## src/rtl/mmu_fifo_seq.sv

```systemverilog
// rtl/mmu_fifo_seq.sv - load/skewed-drain sequencer for the systolic array row FIFOs
// Optional protocol checking (full/empty gating, sticky err_o) under `FIFO_SEQ_ERRCHK_EN.
module mmu_fifo_seq #(
    parameter int  NUM_ROW    = 8,
    parameter int  FIFO_DEPTH = 8,
    localparam int LEN_W      = $clog2(FIFO_DEPTH) + 1,
    localparam int CNT_W      = $clog2(FIFO_DEPTH + NUM_ROW) + 1
) (
    input  logic               clk,
    input  logic               rst_n,
    input  logic               start_i,
    input  logic [LEN_W-1:0]   len_i,
    input  logic               in_valid_i,
    output logic               in_ready_o,
    input  logic [NUM_ROW-1:0] full_i,
    input  logic [NUM_ROW-1:0] empty_i,
    output logic [NUM_ROW-1:0] wren_o,
    output logic [NUM_ROW-1:0] rden_o,
    output logic               busy_o,
    output logic               done_o,
    output logic               err_o
);

    typedef enum logic [1:0] {S_IDLE, S_LOAD, S_DRAIN, S_DONE} state_t;

    localparam logic [LEN_W-1:0] DEPTH_L = LEN_W'(FIFO_DEPTH);

    state_t             state_q, state_d;
    logic [LEN_W-1:0]   len_q, len_d;
    logic [LEN_W-1:0]   load_cnt_q, load_cnt_d;
    logic [CNT_W-1:0]   t_q, t_d;
    logic               err_q, err_d;
    logic [NUM_ROW-1:0] sched;
    logic [CNT_W-1:0]   drain_end;
    logic               load_ok;

`ifdef FIFO_SEQ_ERRCHK_EN
    assign load_ok = ~|full_i;
`else
    logic unused_flags;
    assign unused_flags = ^{full_i, empty_i};
    assign load_ok      = 1'b1;
`endif

    // Row r is read while r <= t < r+len: the diagonal wavefront skew.
    always_comb begin
        sched = '0;
        for (int r = 0; r < NUM_ROW; r++) begin
            sched[r] = (int'(t_q) >= r) && (int'(t_q) < r + int'(len_q));
        end
    end

    // DRAIN covers t = 0 .. len+NUM_ROW-2; written this way to stay valid for NUM_ROW=1.
    assign drain_end = CNT_W'(len_q) + CNT_W'(NUM_ROW - 1);

    always_ff @(posedge clk or negedge rst_n) begin
        if (!rst_n) begin
            state_q    <= S_IDLE;
            len_q      <= '0;
            load_cnt_q <= '0;
            t_q        <= '0;
            err_q      <= 1'b0;
        end else begin
            state_q    <= state_d;
            len_q      <= len_d;
            load_cnt_q <= load_cnt_d;
            t_q        <= t_d;
            err_q      <= err_d;
        end
    end

    always_comb begin
        state_d    = state_q;
        len_d      = len_q;
        load_cnt_d = load_cnt_q;
        t_d        = t_q;
        err_d      = err_q;
        in_ready_o = 1'b0;
        wren_o     = '0;
        rden_o     = '0;
        done_o     = 1'b0;
        busy_o     = (state_q != S_IDLE);

        case (state_q)
            S_IDLE: begin
                if (start_i && (len_i != '0)) begin
                    if (len_i > DEPTH_L) begin
`ifdef FIFO_SEQ_ERRCHK_EN
                        err_d = 1'b1;
`else
                        len_d      = DEPTH_L;
                        load_cnt_d = '0;
                        state_d    = S_LOAD;
`endif
                    end else begin
                        len_d      = len_i;
                        load_cnt_d = '0;
                        state_d    = S_LOAD;
                    end
                end
            end
            S_LOAD: begin
                in_ready_o = load_ok;
                if (in_valid_i && load_ok) begin
                    wren_o     = '1;
                    load_cnt_d = load_cnt_q + 1'b1;
                    if (load_cnt_d == len_q) begin
                        state_d = S_DRAIN;
                        t_d     = '0;
                    end
                end
            end
            S_DRAIN: begin
                t_d = t_q + 1'b1;
`ifdef FIFO_SEQ_ERRCHK_EN
                rden_o = sched & ~empty_i;
                if (|(sched & empty_i)) begin
                    err_d = 1'b1;
                end
`else
                rden_o = sched;
`endif
                if (t_d == drain_end) begin
                    state_d = S_DONE;
                end
            end
            S_DONE: begin
                done_o  = 1'b1;
                state_d = S_IDLE;
            end
            default: state_d = S_IDLE;
        endcase
    end

    assign err_o = err_q;

endmodule

```

## config.mk

```make
export PLATFORM = sky130hd
export DESIGN_NAME = mmu_fifo_seq
export DESIGN_NICKNAME = d
export VERILOG_FILES = /design/src/rtl/mmu_fifo_seq.sv
export SDC_FILE = /design/constraint.sdc
export NUM_CORES = 1
export LEC_CHECK = 0
export ABC_AREA = 1
export BUFFER_PORTS_ARGS = -buffer_cell sky130_fd_sc_hd__buf_2
export CORE_ASPECT_RATIO = 0.5
export CORE_UTILIZATION = 30
export CTS_BUF_LIST = sky130_fd_sc_hd__clkbuf_8 sky130_fd_sc_hd__clkbuf_16
export CTS_CLUSTER_SIZE = 16
export DETAILED_ROUTE_END_ITERATION = 12
export GPL_TIMING_DRIVEN = 1
export RECOVER_POWER = 50
export SYNTH_ARGS = -nofsm -noshare
export SYNTH_HDL_FRONTEND = slang
export SYNTH_SLANG_ARGS = --single-unit
```

## constraint.sdc

```tcl
create_clock -name clk -period 2.35 [get_ports clk]
set_clock_uncertainty 0.15 [all_clocks]
set_input_delay 0.47 -clock clk [delete_from_list [all_inputs] [get_ports clk]]
set_output_delay 0.47 -clock clk [all_outputs]
set_load 0.01 [all_outputs]
```

Word level (Yosys, flattened, before mapping)
Index checks and enable logic that the tools add are counted.
{"block": "op_classes", "order_cmp": 16, "n_eq_ne": 9, "addsub": 10, "n_mux": 17, "reduce_logical": 17}
{"cell": "< comparator 5 bit", "count": 7}
{"cell": "two-way mux 8 bit", "count": 3}
{"cell": "adder 3 x 4 -> 5 bit, first input constant", "count": 4}
{"cell": "greater-or-equal comparator 5 x 3 -> 1 bit, second input constant", "count": 4}
{"cell": "two-way mux 4 bit", "count": 3}
{"cell": "adder 2 x 4 -> 5 bit, first input constant", "count": 2}
{"cell": "greater-or-equal comparator 5 x 2 -> 1 bit, second input constant", "count": 2}
{"cell": "two-way mux 5 bit", "count": 2}
{"cell": "one-hot mux 5 bit (2 select lines)", "count": 1}
{"cell": "logical AND 1 bit", "count": 8}
{"cell": "two-way mux 2 bit", "count": 4}
{"cell": "!= test 2 bit, second input constant", "count": 4}
{"cell": "one-hot mux 2 bit (4 select lines)", "count": 1}
{"cell": "one-hot mux 4 bit (2 select lines)", "count": 1}
{"cell": "AND reduction 3 bit", "count": 2}
{"cell": "nonzero test 2 bit", "count": 3}
{"cell": "adder 1 x 4 -> 5 bit, first input constant", "count": 1}
{"cell": "adder 4 x 3 -> 5 bit, second input constant", "count": 1}
{"cell": "adder 5 x 1 -> 5 bit, second input constant", "count": 1}
{"cell": "equality test 5 bit", "count": 1}
{"cell": "greater-or-equal comparator 5 x 1 -> 1 bit, second input constant", "count": 1}
{"cell": "< comparator 5 x 4 -> 1 bit", "count": 1}
{"cell": "adder 4 x 1 -> 4 bit, second input constant", "count": 1}
{"cell": "equality test 2 bit, second input constant", "count": 2}
{"cell": "8 further kinds", "count": 9}
{"block": "word_totals", "output_inout_bits": 20, "word_cells": 73, "input_bits": 24, "regBits": 15}

Longest topological paths before layout
{"block": "logic_depth", "word_depth": 5, "ltp_mapped": 14, "mapped_depth_nobuf": 14}

Worst setup path before layout
OpenSTA, ideal clock, no wires.
{"block": "synth_path", "path_type": "flip-flop to output port", "startpoint": "reg len_q[1]", "endpoint": "out rden_o[7]", "arrival_time_ps": 1973, "required_ps": 1730, "path_buffers": 0, "stages_incl_launch_ff": 11, "path_slack_ps": -243, "path_cell_list": "dfrtp_1 > inv_1 > ha_1 > inv_1 > nand2_1 > nand2_1 > inv_1 > ha_1 > a21oi_1 > o21ai_0 > nor4_1"}
{"block": "synth_via", "elab_chain_cells": 4}
{"item": "start: declaration", "line": "29", "text": "logic [LEN_W-1:0] len_q, len_d;"}
{"item": "start signal: assignment", "line": "65", "text": "len_q <= len_d;"}
{"item": "adder 3 x 4 -> 5 bit", "line": "49", "text": "sched[r] = (int'(t_q) >= r) && (int'(t_q) < r + int'(len_q));"}
{"item": "< comparator 5 bit", "line": "49"}
{"item": "logical AND 1 bit", "line": "49"}
{"item": "two-way mux 8 bit", "line": "84", "text": "case (state_q)"}
{"item": "end: declaration", "line": "18", "text": "output logic [NUM_ROW-1:0] rden_o,"}
Every way passes these cells.

Worst setup path in the final report
{"block": "layout_path", "startpoint": "reg len_q[2]", "endpoint": "out rden_o[6]"}
The elaborated chain is that of the path after synthesis.

==> impl_metrics.csv <==
group,metric,value,unit
status,status,"finished, violations left",
status,violations,"negative setup slack",
sta,fin_crit,2.74,ns
setup_path,cp-end-kind,"output port",
power_and_ir_drop,p_total,3.53,mW
setup_path,path_buf_inv,4,
clocking,cts_inserted_buffers,3,
setup_path,crit_path_start_kind,"register",
placed_design,gp_congestion,0.880,
finish,utilization,0.439,
power_and_ir_drop,pwr-share-clk,0.093,
placed_design,place.port_buffers,26,
yosys,synthCells,293,
placed_design,dp_slack,-0.202,ns
setup_path,cp_top_family,"buffers and inverters",
setup_path,critPathMaxFanout,7,
floorplanning,num_rows,21,
sta,timing.hold.ws,0.357,ns
clocking,cts.sinks,15,
setup_path,max_stage_delay,0.47,ns
setup_path,required,1.73,ns
power_and_ir_drop,p_switching,1.73,mW
finish,drive_above_1_share,0.359,
sta,rsz0062_at_grt,"true",
drt,drtAntennaViolNets,0,
finish,fin_nets,424,
finish,diodes,0,
floorplanning,io_pins,44,
power_and_ir_drop,ir_drop,0.672,mV
finish,layout_commonest_cell,"nand2_1",
global_routing,grt_max_degree,16,
yosys,synth_top_area_share,0.284,
setup_path,worstPathCellList,"clkinv_4 -> buf_6 -> ha_4 -> buf_6 -> xor2_2 -> ha_1 -> o21ai_1 -> nand2_1 -> a21oi_1 -> buf_2",
placed_design,dp_cells,430,
placed_design,post-dp-hpwl,4260,microns
global_routing,grt_pass1_wl,9020,microns
setup_path,crit_slowest_cell,"dfrtp_2",
global_routing,antenna_found_initial,0,
clocking,clkTransAtPathRegs,0.05,ns
drt,drt-initial-drc-count,60,
finish,multi_input_area,1790,sq um
yosys,syn_area_per_cell,7.22,sq um
yosys,yosys_warnings,0,
clocking,cts_buffer_depth,2,
yosys,syn_nets,365,
floorplanning,die_width,121,microns
yosys,ys_seq_area_frac,0.177,
sta,setup_ws,-0.391,ns
sta,finalCritPeriodShare,1.17,
global_routing,grt_use_total,0.156,
finish,seq_area,380,sq um
sta,finalHoldViolCount,0,
flow_run,drv_cap,0,
setup_path,worstSetupPathType,"register to output port",
finish,area_delta_synth_final,40.0,%
global_routing,globalRouteOverflowTotal,0,
sta,max_slew.worst_pin.slew,0.809,ns
floorplanning,die-area,7410,sq um
global_routing,grt_pass1_vias,1896,
power_and_ir_drop,p_comb_frac,0.773,
clocking,cts.htree.levels,1,
clocking,insertion_delay,0.24,ns
yosys,synth_seq_cells,15,
drt,vias,2111,
power_and_ir_drop,p_int,1.80,mW
setup_path,crit_arrival,2.12,ns
power_and_ir_drop,power_switching_share,0.490,
clocking,root_buffer,"clkbuf_16",
power_and_ir_drop,power_frac_seq,0.134,
drt,wl_per_cell,12.6,microns
finish,fin_cells,443,
drt,route.detailed.drc,0,
yosys,yosys.area.top_type,"ha_1",
drt,vias_per_cell,4.77,
drt,postRouteWirelength,5580,microns
clocking,cts_tree,"built",
sta,clock.fmax,365,MHz
sta,final_max_slew_viol_count,0,
finish,layout_common_cells,"62 x nand2_1, 34 x ha_1, 34 x buf_4, 31 x inv_1, 24 x buf_2",
yosys,synth_area_leaders,"ha_1 28%, dfrtp_1 18%, nand2_1 12%, inv_1 6.0%, a21oi_1 4.3%",
drt,first_pass_iters,4,
sta,timing.slew.headroom,0.461,
power_and_ir_drop,p_leak,1.45,nW
floorplanning,core_area,6750,sq um
floorplanning,die_y,61.4,microns
yosys,synth.cell_area,2120,sq um
worst_hold_path,hp-class,"primary input to register",
setup_path,crit_top_cell,"buf_6",
floorplanning,start_util,0.313,
sta,setup_viol,8,
yosys,yosysUniqueCellTypes,32,
power_and_ir_drop,powerDensity,1190,nW/um^2
finish,n_fill_cell,658,
==> path summary, 6_finish.rpt <==
kind	endpoint	slack, ns	start	depth (start not counted)
setup reg to reg	state_q[0]	0.31	t_q[1]	14
hold / removal	len_q[2]	0.36	len_i[2]	3
min in group asynchronous	t_q[2]	0.69	rst_n	2
setup / recovery	rden_o[6]	-0.39	len_q[2]	10
max in group asynchronous	len_q[1]	0.81	rst_n	2
hold reg to reg	state_q[1]	0.39	state_q[1]	2
==> power groups by stage <==
stage          registers [mW]  clock network, mW  logic (mW)
2_1_floorplan           0.452                  0        1.50
3_3_place_gp            0.454                  0        2.16
3_5_place_dp            0.456                  0        2.18
4_1_cts                 0.473              0.336        2.50
5_1_grt                 0.487              0.349        3.04
6_report                0.473              0.327        2.73
==> kinds of logic after synthesis <==
| kind of cell | after synthesis | share of synthesized area |
|---|---|---|
| adders and majority gates | 48 | 0.284 |
| and+or+nand+nor | 120 | 0.249 |
| DFF | 15 | 0.177 |
| AOI/OAI and AO/OA | 52 | 0.149 |
| other | 1 | 0.00177 |
| xor gates and xnor gates | 7 | 0.0290 |
| buffers and inverters | 50 | 0.110 |
==> routing by layer <==
metal	track usage	routed length (microns)
met1	0.218	2890
met4	0.0212	39
met3	0.0139	115
met2	0.275	2530
met5	0	0
==> worst register-to-register path, stage by stage (launching register included) <==
cell	delay, ns
dfrtp_1	0.42
buf_4	0.20
ha_1	0.24
nand2_2	0.10
clkinv_1	0.08
nand3_1	0.09
nand2_1	0.08
nand2_1	0.06
nand2_1	0.05
nor2_1	0.10
nand2_1	0.08
nand2_2	0.11
nand2_2	0.07
nand2_1	0.06
nand2_1	0.05
==> area by class of cell <==
| cell class | instances | share of cell area |
|---|---|---|
| inverters | 39 | 0.0528 |
| repair buffers | 65 | 0.148 |
| multi-input cells | 228 | 0.605 |
| flip-flops and latches | 15 | 0.128 |
| clock inverters | 1 | 0.00169 |
| well taps | 92 | 0.0389 |
| clock buffers | 3 | 0.0253 |
==> sequential cells by signal (all words and copies together) (netlist names) <==
register and cells:
len_q 4, load_cnt_q 4, state_q 2, t_q 5
==> Yosys cell counts <==
master and count:
buf_6 1, o22ai_1 6, nand2_2 7, o21a_1 5
a211oi_1 3, nand2_1 68, o21bai_1 2, inv_1 34
nor4_1 4, nand3_1 15, a21oi_2 1, clkinv_1 2
dfrtp_1 15, ha_1 48, buf_4 10, and3_1 1
nor2_2 1, xnor2_1 3, o21ai_0 8, nand3_2 1
o21ai_2 1, nand4_1 4, nor3_1 5, o21ai_1 6
conb_1 1, a21oi_1 18, a21oi_4 1, inv_2 3
or2_2 1, nor2_1 13, o221ai_1 1, xor2_1 4
==> stage by stage <==
stage	setup TNS, ns	cell area (sq um)
after floorplan	-0.0463	2140
after global placement	-0.897	2530
after detailed placement	-0.862	2530
after CTS	-2.34	2860
after global routing	-3.56	2960
final	-2.61	2960
==> timing repair <==
| item | 4_1_cts | 5_1_grt |
|---|---|---|
| buffers inserted | 5 | 4 |
| pin swaps | 20 | 11 |
| endpoints found under the hold margin | 15 | 0 |
| resized for setup | 40 | 17 |
| hold buffers | 1 | 0 |
| endpoints found under the setup margin | 8 | 8 |
Note: power is estimated with default switching activity, not from simulation.
